$ cat config.mk
export PLATFORM = sky130hd
export DESIGN_NAME = id_stage
export DESIGN_NICKNAME = d
export VERILOG_FILES = /design/src/rtl/id_stage.sv
export SDC_FILE = /design/constraint.sdc
export NUM_CORES = 1
export LEC_CHECK = 0
export ABC_CLOCK_PERIOD_IN_PS = 10100
export CAP_MARGIN = 10
export CORE_ASPECT_RATIO = 1.25
export CORE_MARGIN = 2
export CORE_UTILIZATION = 40
export DETAILED_ROUTE_END_ITERATION = 8
export PLACE_DENSITY = 0.56
export SLEW_MARGIN = 20
export SYNTH_ARGS = -nofsm -noshare
export SYNTH_HDL_FRONTEND = slang
export SYNTH_SLANG_ARGS = --single-unit
$ cat constraint.sdc
create_clock -name clk -period 10.1 [get_ports clk]
set_input_delay 1.515 -clock clk [delete_from_list [all_inputs] [get_ports clk]]
set_output_delay 1.515 -clock clk [all_outputs]
set_load 0.01 [all_outputs]
$ cat src/rtl/id_stage.sv
// id_stage: instruction-decode stage of a 5-stage ARM-subset pipeline.
//
// Takes the IF/ID register contents (pc, instruction), decodes the data
// processing, load/store and branch classes, checks the condition field
// against NZCV, reads operands from a 16-entry register file (entry 15 is
// the PC alias) and hands everything to execute through an ID/EX register.
//
// Ports:
//   clk, rst                 clock, synchronous active-low reset
//   pc_i, instruction_i      IF/ID register contents
//   status_i                 NZCV flags {N,Z,C,V}
//   hazard_i                 insert a bubble (controls forced to 0)
//   flush_i                  kill the instruction in decode (outputs 0)
//   wb_en_i/wb_dest_i/wb_value_i  register-file writeback port
//   src1_o, src2_o, two_src_o     combinational source indices for hazards
//   pc_o ... s_o             registered ID/EX outputs to execute
module id_stage #(
  parameter int DATA_W  = 32,
  parameter int REG_CNT = 16
) (
  input  logic              clk,
  input  logic              rst,
  input  logic [DATA_W-1:0] pc_i,
  input  logic [31:0]       instruction_i,
  input  logic [3:0]        status_i,
  input  logic              hazard_i,
  input  logic              flush_i,
  input  logic              wb_en_i,
  input  logic [3:0]        wb_dest_i,
  input  logic [DATA_W-1:0] wb_value_i,
  output logic [3:0]        src1_o,
  output logic [3:0]        src2_o,
  output logic              two_src_o,
  output logic [DATA_W-1:0] pc_o,
  output logic [DATA_W-1:0] val_rn_o,
  output logic [DATA_W-1:0] val_rm_o,
  output logic              imm_o,
  output logic [11:0]       shift_operand_o,
  output logic [23:0]       signed_imm_24_o,
  output logic [3:0]        dest_o,
  output logic [3:0]        exe_cmd_o,
  output logic              mem_r_en_o,
  output logic              mem_w_en_o,
  output logic              wb_en_o,
  output logic              b_o,
  output logic              s_o
);

  localparam logic [3:0] PC_IDX = 4'(REG_CNT - 1);

  typedef struct packed {
    logic [DATA_W-1:0] pc;
    logic [DATA_W-1:0] val_rn;
    logic [DATA_W-1:0] val_rm;
    logic              imm;
    logic [11:0]       shift_operand;
    logic [23:0]       signed_imm_24;
    logic [3:0]        dest;
    logic [3:0]        exe_cmd;
    logic              mem_r_en;
    logic              mem_w_en;
    logic              wb_en;
    logic              b;
    logic              s;
  } idex_t;

  // Condition-field evaluation against {N,Z,C,V}; 1111 never executes.
  function automatic logic cond_pass(input logic [3:0] cond, input logic [3:0] nzcv);
    logic n, z, c, v, res;
    n = nzcv[3];
    z = nzcv[2];
    c = nzcv[1];
    v = nzcv[0];
    case (cond)
      4'b0000: res = z;
      4'b0001: res = !z;
      4'b0010: res = c;
      4'b0011: res = !c;
      4'b0100: res = n;
      4'b0101: res = !n;
      4'b0110: res = v;
      4'b0111: res = !v;
      4'b1000: res = c && !z;
      4'b1001: res = !c || z;
      4'b1010: res = (n == v);
      4'b1011: res = (n != v);
      4'b1100: res = !z && (n == v);
      4'b1101: res = z || (n != v);
      4'b1110: res = 1'b1;
      default: res = 1'b0;
    endcase
    return res;
  endfunction

  // Entries 0..14 only; entry 15 is served by pc_i.
  logic [DATA_W-1:0] rf_r [0:REG_CNT-2];

  logic [3:0]  cond_s;
  logic [1:0]  mode_s;
  logic        i_bit_s;
  logic [3:0]  opcode_s;
  logic        sl_bit_s;
  logic [3:0]  rn_s;
  logic [3:0]  rd_s;
  logic [3:0]  rm_s;
  logic        store_s;
  logic        bubble_s;

  logic [3:0]  exe_cmd_s;
  logic        mem_r_en_s;
  logic        mem_w_en_s;
  logic        wb_en_s;
  logic        b_s;
  logic        s_s;

  logic [DATA_W-1:0] val_rn_s;
  logic [DATA_W-1:0] val_rm_s;
  idex_t             idex_next_s;
  idex_t             idex_r;

  assign cond_s   = instruction_i[31:28];
  assign mode_s   = instruction_i[27:26];
  assign i_bit_s  = instruction_i[25];
  assign opcode_s = instruction_i[24:21];
  assign sl_bit_s = instruction_i[20];
  assign rn_s     = instruction_i[19:16];
  assign rd_s     = instruction_i[15:12];
  assign rm_s     = instruction_i[3:0];

  assign store_s   = (mode_s == 2'b01) && !sl_bit_s;
  assign src1_o    = rn_s;
  assign src2_o    = store_s ? rd_s : rm_s;
  assign two_src_o = ((mode_s == 2'b00) && !i_bit_s) || store_s;
  assign bubble_s  = !cond_pass(cond_s, status_i) || hazard_i;

  // Control decode by instruction class and opcode.
  always_comb begin
    exe_cmd_s  = 4'b0000;
    mem_r_en_s = 1'b0;
    mem_w_en_s = 1'b0;
    wb_en_s    = 1'b0;
    b_s        = 1'b0;
    s_s        = 1'b0;
    case (mode_s)
      2'b00: begin
        // Unlisted opcodes leave every control (including s) at 0.
        case (opcode_s)
          4'b1101: begin exe_cmd_s = 4'b0001; wb_en_s = 1'b1; s_s = sl_bit_s; end
          4'b1111: begin exe_cmd_s = 4'b1001; wb_en_s = 1'b1; s_s = sl_bit_s; end
          4'b0100: begin exe_cmd_s = 4'b0010; wb_en_s = 1'b1; s_s = sl_bit_s; end
          4'b0101: begin exe_cmd_s = 4'b0011; wb_en_s = 1'b1; s_s = sl_bit_s; end
          4'b0010: begin exe_cmd_s = 4'b0100; wb_en_s = 1'b1; s_s = sl_bit_s; end
          4'b0110: begin exe_cmd_s = 4'b0101; wb_en_s = 1'b1; s_s = sl_bit_s; end
          4'b0000: begin exe_cmd_s = 4'b0110; wb_en_s = 1'b1; s_s = sl_bit_s; end
          4'b1100: begin exe_cmd_s = 4'b0111; wb_en_s = 1'b1; s_s = sl_bit_s; end
          4'b0001: begin exe_cmd_s = 4'b1000; wb_en_s = 1'b1; s_s = sl_bit_s; end
          4'b1010: begin exe_cmd_s = 4'b0100; wb_en_s = 1'b0; s_s = sl_bit_s; end
          4'b1000: begin exe_cmd_s = 4'b0110; wb_en_s = 1'b0; s_s = sl_bit_s; end
          default: begin exe_cmd_s = 4'b0000; wb_en_s = 1'b0; s_s = 1'b0; end
        endcase
      end
      2'b01: begin
        exe_cmd_s = 4'b0010;
        if (sl_bit_s) begin
          mem_r_en_s = 1'b1;
          wb_en_s    = 1'b1;
        end else begin
          mem_w_en_s = 1'b1;
        end
      end
      2'b10: begin
        b_s = 1'b1;
      end
      default: begin
        exe_cmd_s = 4'b0000;
      end
    endcase
  end

  // Operand reads: PC alias for 15, then same-cycle writeback bypass, then array.
  always_comb begin
    if (rn_s == PC_IDX) begin
      val_rn_s = pc_i;
    end else if (wb_en_i && (wb_dest_i == rn_s)) begin
      val_rn_s = wb_value_i;
    end else begin
      val_rn_s = rf_r[rn_s];
    end
    if (src2_o == PC_IDX) begin
      val_rm_s = pc_i;
    end else if (wb_en_i && (wb_dest_i == src2_o)) begin
      val_rm_s = wb_value_i;
    end else begin
      val_rm_s = rf_r[src2_o];
    end
  end

  // ID/EX next value: data fields always load, controls drop to 0 on a bubble.
  always_comb begin
    idex_next_s.pc            = pc_i;
    idex_next_s.val_rn        = val_rn_s;
    idex_next_s.val_rm        = val_rm_s;
    idex_next_s.imm           = i_bit_s;
    idex_next_s.shift_operand = instruction_i[11:0];
    idex_next_s.signed_imm_24 = instruction_i[23:0];
    idex_next_s.dest          = rd_s;
    if (bubble_s) begin
      idex_next_s.exe_cmd  = 4'b0000;
      idex_next_s.mem_r_en = 1'b0;
      idex_next_s.mem_w_en = 1'b0;
      idex_next_s.wb_en    = 1'b0;
      idex_next_s.b        = 1'b0;
      idex_next_s.s        = 1'b0;
    end else begin
      idex_next_s.exe_cmd  = exe_cmd_s;
      idex_next_s.mem_r_en = mem_r_en_s;
      idex_next_s.mem_w_en = mem_w_en_s;
      idex_next_s.wb_en    = wb_en_s;
      idex_next_s.b        = b_s;
      idex_next_s.s        = s_s;
    end
  end

  // Register file: cleared by reset; writes to the PC alias are dropped.
  always_ff @(posedge clk) begin
    if (!rst) begin
      for (int i = 0; i < REG_CNT - 1; i++) begin
        rf_r[i] <= '0;
      end
    end else if (wb_en_i && (wb_dest_i != PC_IDX)) begin
      rf_r[wb_dest_i] <= wb_value_i;
    end
  end

  // ID/EX register: reset, then flush (wins over hazard), then load.
  always_ff @(posedge clk) begin
    if (!rst) begin
      idex_r <= '0;
    end else if (flush_i) begin
      idex_r <= '0;
    end else begin
      idex_r <= idex_next_s;
    end
  end

  assign pc_o            = idex_r.pc;
  assign val_rn_o        = idex_r.val_rn;
  assign val_rm_o        = idex_r.val_rm;
  assign imm_o           = idex_r.imm;
  assign shift_operand_o = idex_r.shift_operand;
  assign signed_imm_24_o = idex_r.signed_imm_24;
  assign dest_o          = idex_r.dest;
  assign exe_cmd_o       = idex_r.exe_cmd;
  assign mem_r_en_o      = idex_r.mem_r_en;
  assign mem_w_en_o      = idex_r.mem_w_en;
  assign wb_en_o         = idex_r.wb_en;
  assign b_o             = idex_r.b;
  assign s_o             = idex_r.s;

endmodule

Word level (Yosys, flattened, before mapping)
Memory sizes are Yosys's and may differ from the RTL's.
Index checks and enable logic that the tools add are counted.
Widths: inputs -> output; s select.
{ "totals": {"elab_cells": 101, "in_bits": 109, "rom_bits": 0, "latchBits": 0, "mem_count": 1, "regBits": 146, "mem_bits_rw": 480} }
{ "memory_table": {"columns": ["name", "depth", "width", "read_ports", "rd_ports_with_merged_regs", "write_ports", "line", "rtl"], "rows": [
  ["rf_r", 15, 32, 2, 0, 15, "96", "logic [DATA_W-1:0] rf_r [0:REG_CNT-2];"]
]} }
{ "op_classes": {"bitwise": 4, "add_sub_neg": 0, "div_mod_pow": 0, "n_lt_le_gt_ge": 0, "multipliers": 0, "n_mux": 20, "eq_ne": 33, "reduce_logical": 30, "n_shift": 0} }
{ "ops": {"columns": ["operator", "n"], "rows": [
  ["$mux 32", 5],
  ["$eq 4x4->1 const B", 14],
  ["$pmux 4 s9", 1],
  ["$reduce_or 32->1", 1],
  ["$eq 4x3->1 const B", 7],
  ["$pmux 1 s15", 1],
  ["$eq 4x2->1 const B", 3],
  ["$reduce_or 11->1", 1],
  ["$mux 1", 9],
  ["$reduce_or 9->1", 1],
  ["$eq 4x1->1 const B", 2],
  ["$eq 4x4->1", 2],
  ["$logic_not 4->1", 2],
  ["$mux 4", 2],
  ["$pmux 4 s2", 1],
  ["$logic_and 1x1->1", 7],
  ["$logic_not 1->1", 7],
  ["$reduce_or 2->1", 3],
  ["$reduce_or 5->1", 1],
  ["$logic_or 1x1->1", 4],
  ["$ne 4x4->1 const B", 1],
  ["$not 1->1", 4],
  ["$reduce_or 4->1", 1],
  ["$reduce_or 3->1", 1],
  ["6 further kinds", 6]
]} }

Longest topological paths before layout
Gate-level depths: netlist of run 1.
{ "depth": {"depth_word": 7, "depth_mapped": 10, "mapped_depth_nobuf": 7} }

Least setup slack after synthesis of run 1
OpenSTA, ideal clock, no wires.
{ "synth_path": {"path_kind": "input-to-reg", "start": "in wb_dest_i[0]", "end": "mem rf_r[8][0] (enable)", "path_slack_ps": 5124, "path_buffers": 2, "t_arrival_ps": 4510, "t_required_ps": 9634, "stages": 4, "cell_sequence": "clkbuf_1 > or3_1 > clkbuf_1 > o21ai_0"} }
{ "synth_rtl": {"columns": ["element", "line", "rtl"], "rows": [
  ["from (decl)", "29", "input logic [3:0] wb_dest_i,"],
  ["to (decl)", "96", null]
]} }

Worst setup path after layout of run 1
{ "layout_path": {"start": "in instruction_i[26]", "end": "out src2_o[0]"} }
{ "layout_between": {"elab_chain_len": 3} }
{ "layout_lines": {"columns": ["element", "line", "rtl"], "rows": [
  ["from (decl)", "24", "input logic [31:0] instruction_i,"],
  ["$eq 2x1->1", "130", "assign store_s = (mode_s == 2'b01) && !sl_bit_s;"],
  ["$logic_and 1x1->1", "130", null],
  ["$mux 4", "132", "assign src2_o = store_s ? rd_s : rm_s;"],
  ["to (decl)", "32", "output logic [3:0] src2_o,"]
]} }
Every way passes these cells.

==> results of run 1 <==
-- area by class of cell --
cell class / instances / area (sq um)
fillers: 7722 / 45700
flip-flops and latches: 642 / 18000
multi-input cells: 1922 / 15900
repair buffers: 338 / 3190
clock buffers: 105 / 2080
well taps: 1168 / 1460
clock inverters: 25 / 328
inverters: 12 / 47.5
diodes: 3 / 7.51
-- worst min-delay path, stage by stage (launching register included) --
cell and delay [ns]:
sky130_fd_sc_hd__edfxtp_1 0.34, sky130_fd_sc_hd__nand2_1 0.05, sky130_fd_sc_hd__nand3_1 0.07, sky130_fd_sc_hd__nand3_1 0.07, sky130_fd_sc_hd__a31oi_1 0.15
-- power groups by stage --
stage | Combinational [mW] | Clock (mW) | Sequential [mW]
2_1_floorplan | 0.541 | 0 | 3.14
3_3_place_gp | 0.913 | 0 | 3.16
3_5_place_dp | 0.921 | 0 | 3.17
4_1_cts | 0.926 | 2.77 | 3.11
5_1_grt | 0.984 | 2.87 | 3.13
6_report | 0.935 | 2.74 | 3.11
-- cell usage after synthesis (9+ instances only) --
master / number
sky130_fd_sc_hd__o221ai_1: 64
sky130_fd_sc_hd__buf_4: 20
sky130_fd_sc_hd__clkbuf_1: 234
sky130_fd_sc_hd__buf_1: 20
sky130_fd_sc_hd__dfxtp_1: 130
sky130_fd_sc_hd__edfxtp_1: 512
sky130_fd_sc_hd__a22oi_1: 31
sky130_fd_sc_hd__nand3_1: 102
sky130_fd_sc_hd__nor2b_1: 33
sky130_fd_sc_hd__buf_2: 25
sky130_fd_sc_hd__a221o_1: 33
sky130_fd_sc_hd__o221a_2: 31
sky130_fd_sc_hd__nor3_1: 14
sky130_fd_sc_hd__o311ai_1: 29
sky130_fd_sc_hd__nand2b_1: 9
sky130_fd_sc_hd__and2_1: 531
sky130_fd_sc_hd__o21ai_0: 17
sky130_fd_sc_hd__o22ai_1: 32
sky130_fd_sc_hd__a211oi_1: 66
sky130_fd_sc_hd__inv_1: 11
sky130_fd_sc_hd__or3_1: 34
sky130_fd_sc_hd__a21oi_1: 66
sky130_fd_sc_hd__mux4_2: 160
sky130_fd_sc_hd__nor2_1: 32
sky130_fd_sc_hd__a31oi_1: 32
sky130_fd_sc_hd__mux2i_1: 322
sky130_fd_sc_hd__nand2_1: 206
-- state kept, by name (all words and copies together), names as in the netlist --
register,cells
pc_o,32
b_o,1
rf_r,512
signed_imm_24_o,13
exe_cmd_o,4
s_o,1
val_rm_o,32
mem_r_en_o,1
val_rn_o,32
wb_en_o,1
mem_w_en_o,1
shift_operand_o,11
imm_o,1
-- stage by stage --
step           power (mW)  worst slack, ns  hold WS, ns
2_1_floorplan        3.69             5.12        0.656
3_3_place_gp         4.07             3.75        0.707
3_5_place_dp         4.09             3.75        0.703
4_1_cts              6.80             3.74        0.711
5_1_grt              6.98             3.66        0.767
6_report             6.79             3.69        0.714
-- per-layer routing --
metal,wire length [um],vias up,part of all wire,track usage
met1,51900,13422,0.40,0.383
met5,29,-,0.00022,0
met2,60500,1609,0.46,0.463
met4,5510,4,0.042,0.120
li1,-,11013,-,-
met3,12500,327,0.096,0.0599
-- kinds of logic after synthesis --
logic type,after synthesis,synth area share
compound gates,413,0.0905
xor+xnor,8,0.00201
buf+inv,318,0.0388
flops,642,0.516
mux,483,0.196
other cells,1,0.000108
simple gates,986,0.157
-- worst max path at each step --
stage                                to  cells after the start
4_1_cts                       src2_o[0]                      8
3_3_place_gp                  src2_o[0]                      8
6_report                      src2_o[0]                      8
3_5_place_dp                  src2_o[0]                      8
2_1_floorplan  rf_r[8][0]$_SDFFCE_PN0P_                      4
5_1_grt                       src2_o[0]                      8
-- placed cells by master, fill, tap and decap left out, types with 11 or more instances in the layout --
master | Yosys | layout
sky130_fd_sc_hd__and2_1 | 531 | 531
sky130_fd_sc_hd__a22oi_1 | 31 | 31
sky130_fd_sc_hd__nor2b_1 | 33 | 32
sky130_fd_sc_hd__conb_1 | 1 | 32
sky130_fd_sc_hd__o21ai_4 | 0 | 11
sky130_fd_sc_hd__a211oi_1 | 66 | 66
sky130_fd_sc_hd__edfxtp_1 | 512 | 512
sky130_fd_sc_hd__clkdlybuf4s50_1 | 0 | 256
sky130_fd_sc_hd__mux2i_1 | 322 | 319
sky130_fd_sc_hd__a31oi_1 | 32 | 32
sky130_fd_sc_hd__clkbuf_8 | 0 | 14
sky130_fd_sc_hd__or3_1 | 34 | 34
sky130_fd_sc_hd__dfxtp_1 | 130 | 130
sky130_fd_sc_hd__o221a_2 | 31 | 31
sky130_fd_sc_hd__o221ai_1 | 64 | 64
sky130_fd_sc_hd__clkbuf_1 | 234 | 18
sky130_fd_sc_hd__clkbuf_16 | 0 | 73
sky130_fd_sc_hd__a221o_1 | 33 | 33
sky130_fd_sc_hd__o22ai_1 | 32 | 32
sky130_fd_sc_hd__nor2_1 | 32 | 18
sky130_fd_sc_hd__o311ai_1 | 29 | 29
sky130_fd_sc_hd__nand2_1 | 206 | 206
sky130_fd_sc_hd__nand3_1 | 102 | 97
sky130_fd_sc_hd__buf_4 | 20 | 78
sky130_fd_sc_hd__mux4_2 | 160 | 160
sky130_fd_sc_hd__a21oi_1 | 66 | 66
==> metrics, run 1 <==
share of synthesized registers carrying an async set or reset 0; number of buffers inserted during clock tree synthesis between 70 and 80; final hold viol count 0; cell area after layout just over 40000 sq um; routed length per instance between 30 and 40 um; CP Launch Point instruction_i[26]; Remaining DRCs 2; CTS H-tree depth 3; Endpoint, Worst Hold val_rm_o[29]$_SDFF_PP0_; class of the tightest hold or removal check flop to flop; HPWL reported at the end of detailed placement approximately 70000 um; number of register bits inferred by synthesis roughly 640; Max stage delay on crit path between 0.7 and 0.8 ns; share of the synthesized area in the top cell type 0.441; Synthesis Warnings 0; Final Slew Violations 0; switching power summed over all nets ~1.8 mW; number of buffer cells added on primary ports ~260; Buffers & Inverters on Critical Path 6; root buffer cell sky130_fd_sc_hd__clkbuf_16; floorplan die width 268 um; final core occ 0.473; cell taking the most area after synthesis sky130_fd_sc_hd__edfxtp_1; vertical die dimension approximately 330 um; proportion of layout cells with a drive suffix above 1 0.145; Overflow after GRT 0; routed vias around 26000; top area cells in the synthesized netlist sky130_fd_sc_hd__edfxtp_1, sky130_fd_sc_hd__mux4_2, sky130_fd_sc_hd__and2_1, sky130_fd_sc_hd__mux2i_1, sky130_fd_sc_hd__dfxtp_1; Std-Cell Rows about 120; series of cell instances along the critical path clkdlybuf4s50_1 -> nor3b_4 -> buf_4 -> mux2i_4 -> buf_4 -> inv_2 -> buf_4 -> clkdlybuf4s50_1; number of antenna violations at the first check in global routing 7; crit path DAT 4.89 ns; Data required, critical path ~8.6 ns; violations in the final reports design-rule violations; transition at the pin with the smallest max-transition slack 1.20 ns; first-pass GRT wire length between 150000 and 200000 um; Post CTS Setup Buffer Count 0; CTS sink count 642; area of the mapped netlist roughly 35000 sq um; main flop type after synthesis sky130_fd_sc_hd__edfxtp_1; sequential-to-total area share from yosys stat 0.516; RSZ-0062 raised after global routing no; number of vias per cell 6.26; final WL roughly 130000 um; initial core utilization 0.402; combinational fraction of design power 0.138; floorplan core area between 80000 and 90000 sq um; remaining antenna violation count after routing 0; area growth from synthesis to layout 17.7%; number of DRC markers in iteration 0 between 2000 and 3000; maximum clock skew at final layout between 0.02 and 0.03 ns; cell area power density about 170 nW/um^2; buffer levels on the longest clock path 3; number of instances in the synthesized netlist about 2900; Post-Route Setup TNS 0 ns; run status finished with violations; Total Die Area 89500 sq um; internal power summed over all cells around 5.0 mW; Peak supply drop approximately 0.092 mV; Critical Path Start Type input pin; Max Clock Freq 0.156 GHz; register-to-register setup slack roughly 8 ns; fraction of power consumed by the clock network 0.403; weighted congestion at the end of routability-driven global placement a little over 0.8; worst r2r src rf_r[1][30]$_SDFFCE_PN0P_; hold-fix buffers at CTS 0; worst flop-to-flop path endpoint val_rn_o[30]$_SDFF_PP0_; largest fanout of any net on the critical path 52; Top Family by Delay on Critical Path buffers and inverters; final period utilization 0.634; placed instance count roughly 4100; hold_sp rf_r[6][29]$_SDFFCE_PN0P_; drt pass-1 iters 8; Clk pin slew, worst setup/hold paths approximately 0.060 ns; library cells used by synthesis 53; latest clock arrival within the worst-skew pair 0.65 ns; final layout net count about 3100; number of resized instances in the post-cts repair step 0; worst-case headroom to the max-slew limit 0.200; # Max-Cap Violations 0; CP max-delay cell sky130_fd_sc_hd__buf_4; Avg Cell Area, Syn between 10 and 15 sq um; Critical Path Sink Type primary output; Hold Path Stages 4; cell count of the worst reg-to-reg path 5; standard cell area after detailed placement 38600 sq um; Leakage 14.8 nW; maximum number of pins on one net before global-route repair between 60 and 70; min cycle time layout 6.41 ns; TritonCTS clock tree done; setup violators final 0; I/O Pins about 260; number of non-filler instances in the completed layout about 4200; number of synthesized flops with an enable pin 512; switch share 0.261; gr usage total 0.290; critical path start-end classification input pin to primary output; dominant cell type by count on the critical path sky130_fd_sc_hd__buf_4; via count of the first global-routing pass 26770; relative contribution of sequential cells to total power 0.459
(Power assumes the default switching activity.)
==> inputs of run 2 (changes only) <==
--- a/config.mk
+++ b/config.mk
@@ -5,13 +5,13 @@
 export SDC_FILE = /design/constraint.sdc
 export NUM_CORES = 1
 export LEC_CHECK = 0
-export ABC_CLOCK_PERIOD_IN_PS = 10100
+export ABC_CLOCK_PERIOD_IN_PS = 5820
 export CAP_MARGIN = 10
 export CORE_ASPECT_RATIO = 1.25
 export CORE_MARGIN = 2
 export CORE_UTILIZATION = 40
 export DETAILED_ROUTE_END_ITERATION = 8
-export PLACE_DENSITY = 0.56
+export PLACE_DENSITY = 0.58
 export SLEW_MARGIN = 20
 export SYNTH_ARGS = -nofsm -noshare
 export SYNTH_HDL_FRONTEND = slang
==> constraint.sdc (replaced) <==
create_clock -name clk -period 5.82 [get_ports clk]
set_input_delay 0.873 -clock clk [delete_from_list [all_inputs] [get_ports clk]]
set_output_delay 0.873 -clock clk [all_outputs]
set_load 0.01 [all_outputs]
==> run 2 against run 1 <==
Net effect: critical path depth decreased by 2; power rose by 74%; first-iteration DRC count increased by 12%; largest cell class unchanged; critical path type unchanged; largest power group unchanged; the run now ends clean; routed wire length increased by 3.0%.
==> metrics, run 2 (synthesis results as in run 1) <==
final hold viol count 0 (unchanged); number of buffers inserted during clock tree synthesis 73 (+2.8%); number of antenna violations at the first check in global routing 12 (+5); Std-Cell Rows 121 (unchanged); RSZ-0062 raised after global routing no; switch share 0.261 (+0.000507); Overflow after GRT 0 (unchanged); transition at the pin with the smallest max-transition slack 1.14 ns (-0.0548 ns); most common cell after layout, fill and taps aside sky130_fd_sc_hd__and2_1; cell count of the worst reg-to-reg path 5 (unchanged); remaining antenna violation count after routing 0 (unchanged); class of the tightest hold or removal check flop to flop; vertical die dimension 334 um (unchanged); I/O Pins 264 (unchanged); Final Slew Violations 0 (unchanged); hold-fix buffers at CTS 0 (unchanged); via count of the first global-routing pass 27091 (+1.2%); Post CTS Setup Buffer Count 0 (unchanged); proportion of layout cells with a drive suffix above 1 0.149 (+0.00441); number of vias per cell 6.30 (+0.73%); gr usage total 0.298 (+0.00772); number of buffer cells added on primary ports 263 (unchanged); drt pass-1 iters 6 (-2); critical path start-end classification input pin to primary output; number of DRC markers in iteration 0 3332 (+12%); floorplan die width 268 um (unchanged); combinational fraction of design power 0.142 (+0.004); internal power summed over all cells 8.72 mW (+74%); min cycle time layout about 4.8 ns; routed length per instance 31.7 um (+2.5%); final WL 134000 um (+3.0%); worst-case headroom to the max-slew limit 0.237 (+0.0366); max FFs per register 512 (unchanged); switching power summed over all nets 3.09 mW (+74%); register-to-register setup slack 3.74 ns (-4.34 ns); CP Launch Point instruction_i[26]; CTS sink count 642 (unchanged); Critical Path Start Type input pin; # Max-Cap Violations 0 (unchanged); area growth from synthesis to layout 18.7%; maximum number of pins on one net before global-route repair 100 (+52%); run status finished, final reports clean; TritonCTS clock tree done; crit path DAT 3.96 ns (-0.93 ns); latest clock arrival within the worst-skew pair 0.65 ns (about the same); final layout net count 3117 (+0.68%); setup violators final 0 (unchanged); CTS H-tree depth 3 (unchanged); number of resized instances in the post-cts repair step 0 (unchanged); Critical Path Sink Type primary output; weighted congestion at the end of routability-driven global placement 0.874 (+5.2%); largest fanout of any net on the critical path 37 (-29%); Total Die Area 89500 sq um (unchanged); relative contribution of sequential cells to total power 0.458 (about the same); Data required, critical path 4.95 ns (-3.64 ns); worst flop-to-flop path endpoint val_rn_o[23]$_SDFF_PP0_; Max Clock Freq about 0.21 GHz; HPWL reported at the end of detailed placement 79500 um (+11%); end point of the critical path src2_o[1]; final period utilization 0.830; cell area power density 285 nW/um^2 (+73%); first-pass GRT wire length 191000 um (+2.0%); fraction of power consumed by the clock network 0.400 (-0.003); floorplan core area 86700 sq um (unchanged); worst r2r src rf_r[0][23]$_SDFFCE_PN0P_; Remaining DRCs 0 (-2); Leakage 14.9 nW (+1.1%); Clk pin slew, worst setup/hold paths 0.06 ns (about the same); Peak supply drop 0.169 mV (+85%); root buffer cell sky130_fd_sc_hd__clkbuf_16; Post-Route Setup TNS 0 ns (unchanged); buffer levels on the longest clock path 3 (unchanged); final core occ 0.477 (+0.00374); routed vias 26706 (+1.3%); maximum clock skew at final layout 0.0225 ns (-0.00417 ns); largest register by flop count rf_r; leading cell types in the layout, fill and taps excluded sky130_fd_sc_hd__and2_1, sky130_fd_sc_hd__edfxtp_1, sky130_fd_sc_hd__mux2i_1; initial core utilization 0.402 (unchanged)
run 2: changes by cell type in the layout (fill, tap and decap cells not counted), moves of 2 or more:
cell,previous run,this run
sky130_fd_sc_hd__buf_12,0,11
sky130_fd_sc_hd__buf_4,78,84
sky130_fd_sc_hd__clkbuf_16,73,79
sky130_fd_sc_hd__clkbuf_8,14,8
sky130_fd_sc_hd__clkinv_1,4,10
sky130_fd_sc_hd__bufinv_16,7,5
sky130_fd_sc_hd__clkinv_4,1,3
sky130_fd_sc_hd__diode_2,3,1
run 2: area by class of cell:
| type | count | area (sq um) |
|---|---|---|
| fillers | 7686 | 45400 |
| flip-flops and latches | 642 | 18000 |
| multi-input cells | 1922 | 15900 |
| repair buffers | 357 | 3500 |
| clock buffers | 105 | 2140 |
| well taps | 1168 | 1460 |
| clock inverters | 30 | 292 |
| inverters | 12 | 47.5 |
| diodes | 1 | 2.50 |
run 2: metal layers:
| metal | up-vias | GRT usage | part of all wire | wire (um) |
|---|---|---|---|---|
| met5 | - | 0 | 0.00046 | 62 |
| li1 | 11067 | - | - | - |
| met4 | 10 | 0.150 | 0.052 | 6930 |
| met2 | 1710 | 0.485 | 0.47 | 63600 |
| met3 | 431 | 0.0655 | 0.099 | 13300 |
| met1 | 13488 | 0.371 | 0.38 | 50400 |
run 2: worst min path at each step:
stage,startpoint,end,slack [ns],depth (start not counted)
after floorplan,rf_r[11][30]$_SDFFCE_PN0P_,val_rm_o[30]$_SDFF_PP0_,0.66,4
after global placement,rf_r[4][22]$_SDFFCE_PN0P_,val_rm_o[22]$_SDFF_PP0_,0.70,4
after detailed placement,rf_r[6][11]$_SDFFCE_PN0P_,val_rm_o[11]$_SDFF_PP0_,0.71,4
after CTS,rf_r[6][11]$_SDFFCE_PN0P_,val_rm_o[11]$_SDFF_PP0_,0.70,4
after global routing,rf_r[5][11]$_SDFFCE_PN0P_,val_rm_o[11]$_SDFF_PP0_,0.75,4
final,rf_r[5][11]$_SDFFCE_PN0P_,val_rm_o[11]$_SDFF_PP0_,0.71,4
run 2: through the flow:
stage | cell area [sq um] | power (mW) | hold WS (ns) | instances | setup WS, ns
final | 41400 | 11.8 | 0.705 | 4237 | 0.989
after global routing | 41400 | 12.1 | 0.754 | 4236 | 0.927
after CTS | 41300 | 11.8 | 0.702 | 4235 | 1.03
after detailed placement | 38900 | 7.13 | 0.715 | 4100 | 1.05
after global placement | 38900 | 7.10 | 0.704 | 4100 | 1.08
after floorplan | 35000 | 6.40 | 0.656 | 2882 | 1.49
run 2: worst max-delay path: stages:
cell and delay [ns]:
sky130_fd_sc_hd__clkdlybuf4s50_1 0.62, sky130_fd_sc_hd__nor3b_4 0.33, sky130_fd_sc_hd__buf_4 0.63, sky130_fd_sc_hd__mux2i_4 0.85, sky130_fd_sc_hd__inv_4 0.10, sky130_fd_sc_hd__clkdlybuf4s50_1 0.52
run 2: power groups by stage:
stage	combinational, mW	clock (mW)	sequential (mW)
after global routing	1.75	4.96	5.43
after detailed placement	1.64	0	5.50
after floorplan	0.939	0	5.46
final	1.67	4.73	5.41
after global placement	1.62	0	5.48
after CTS	1.64	4.78	5.40
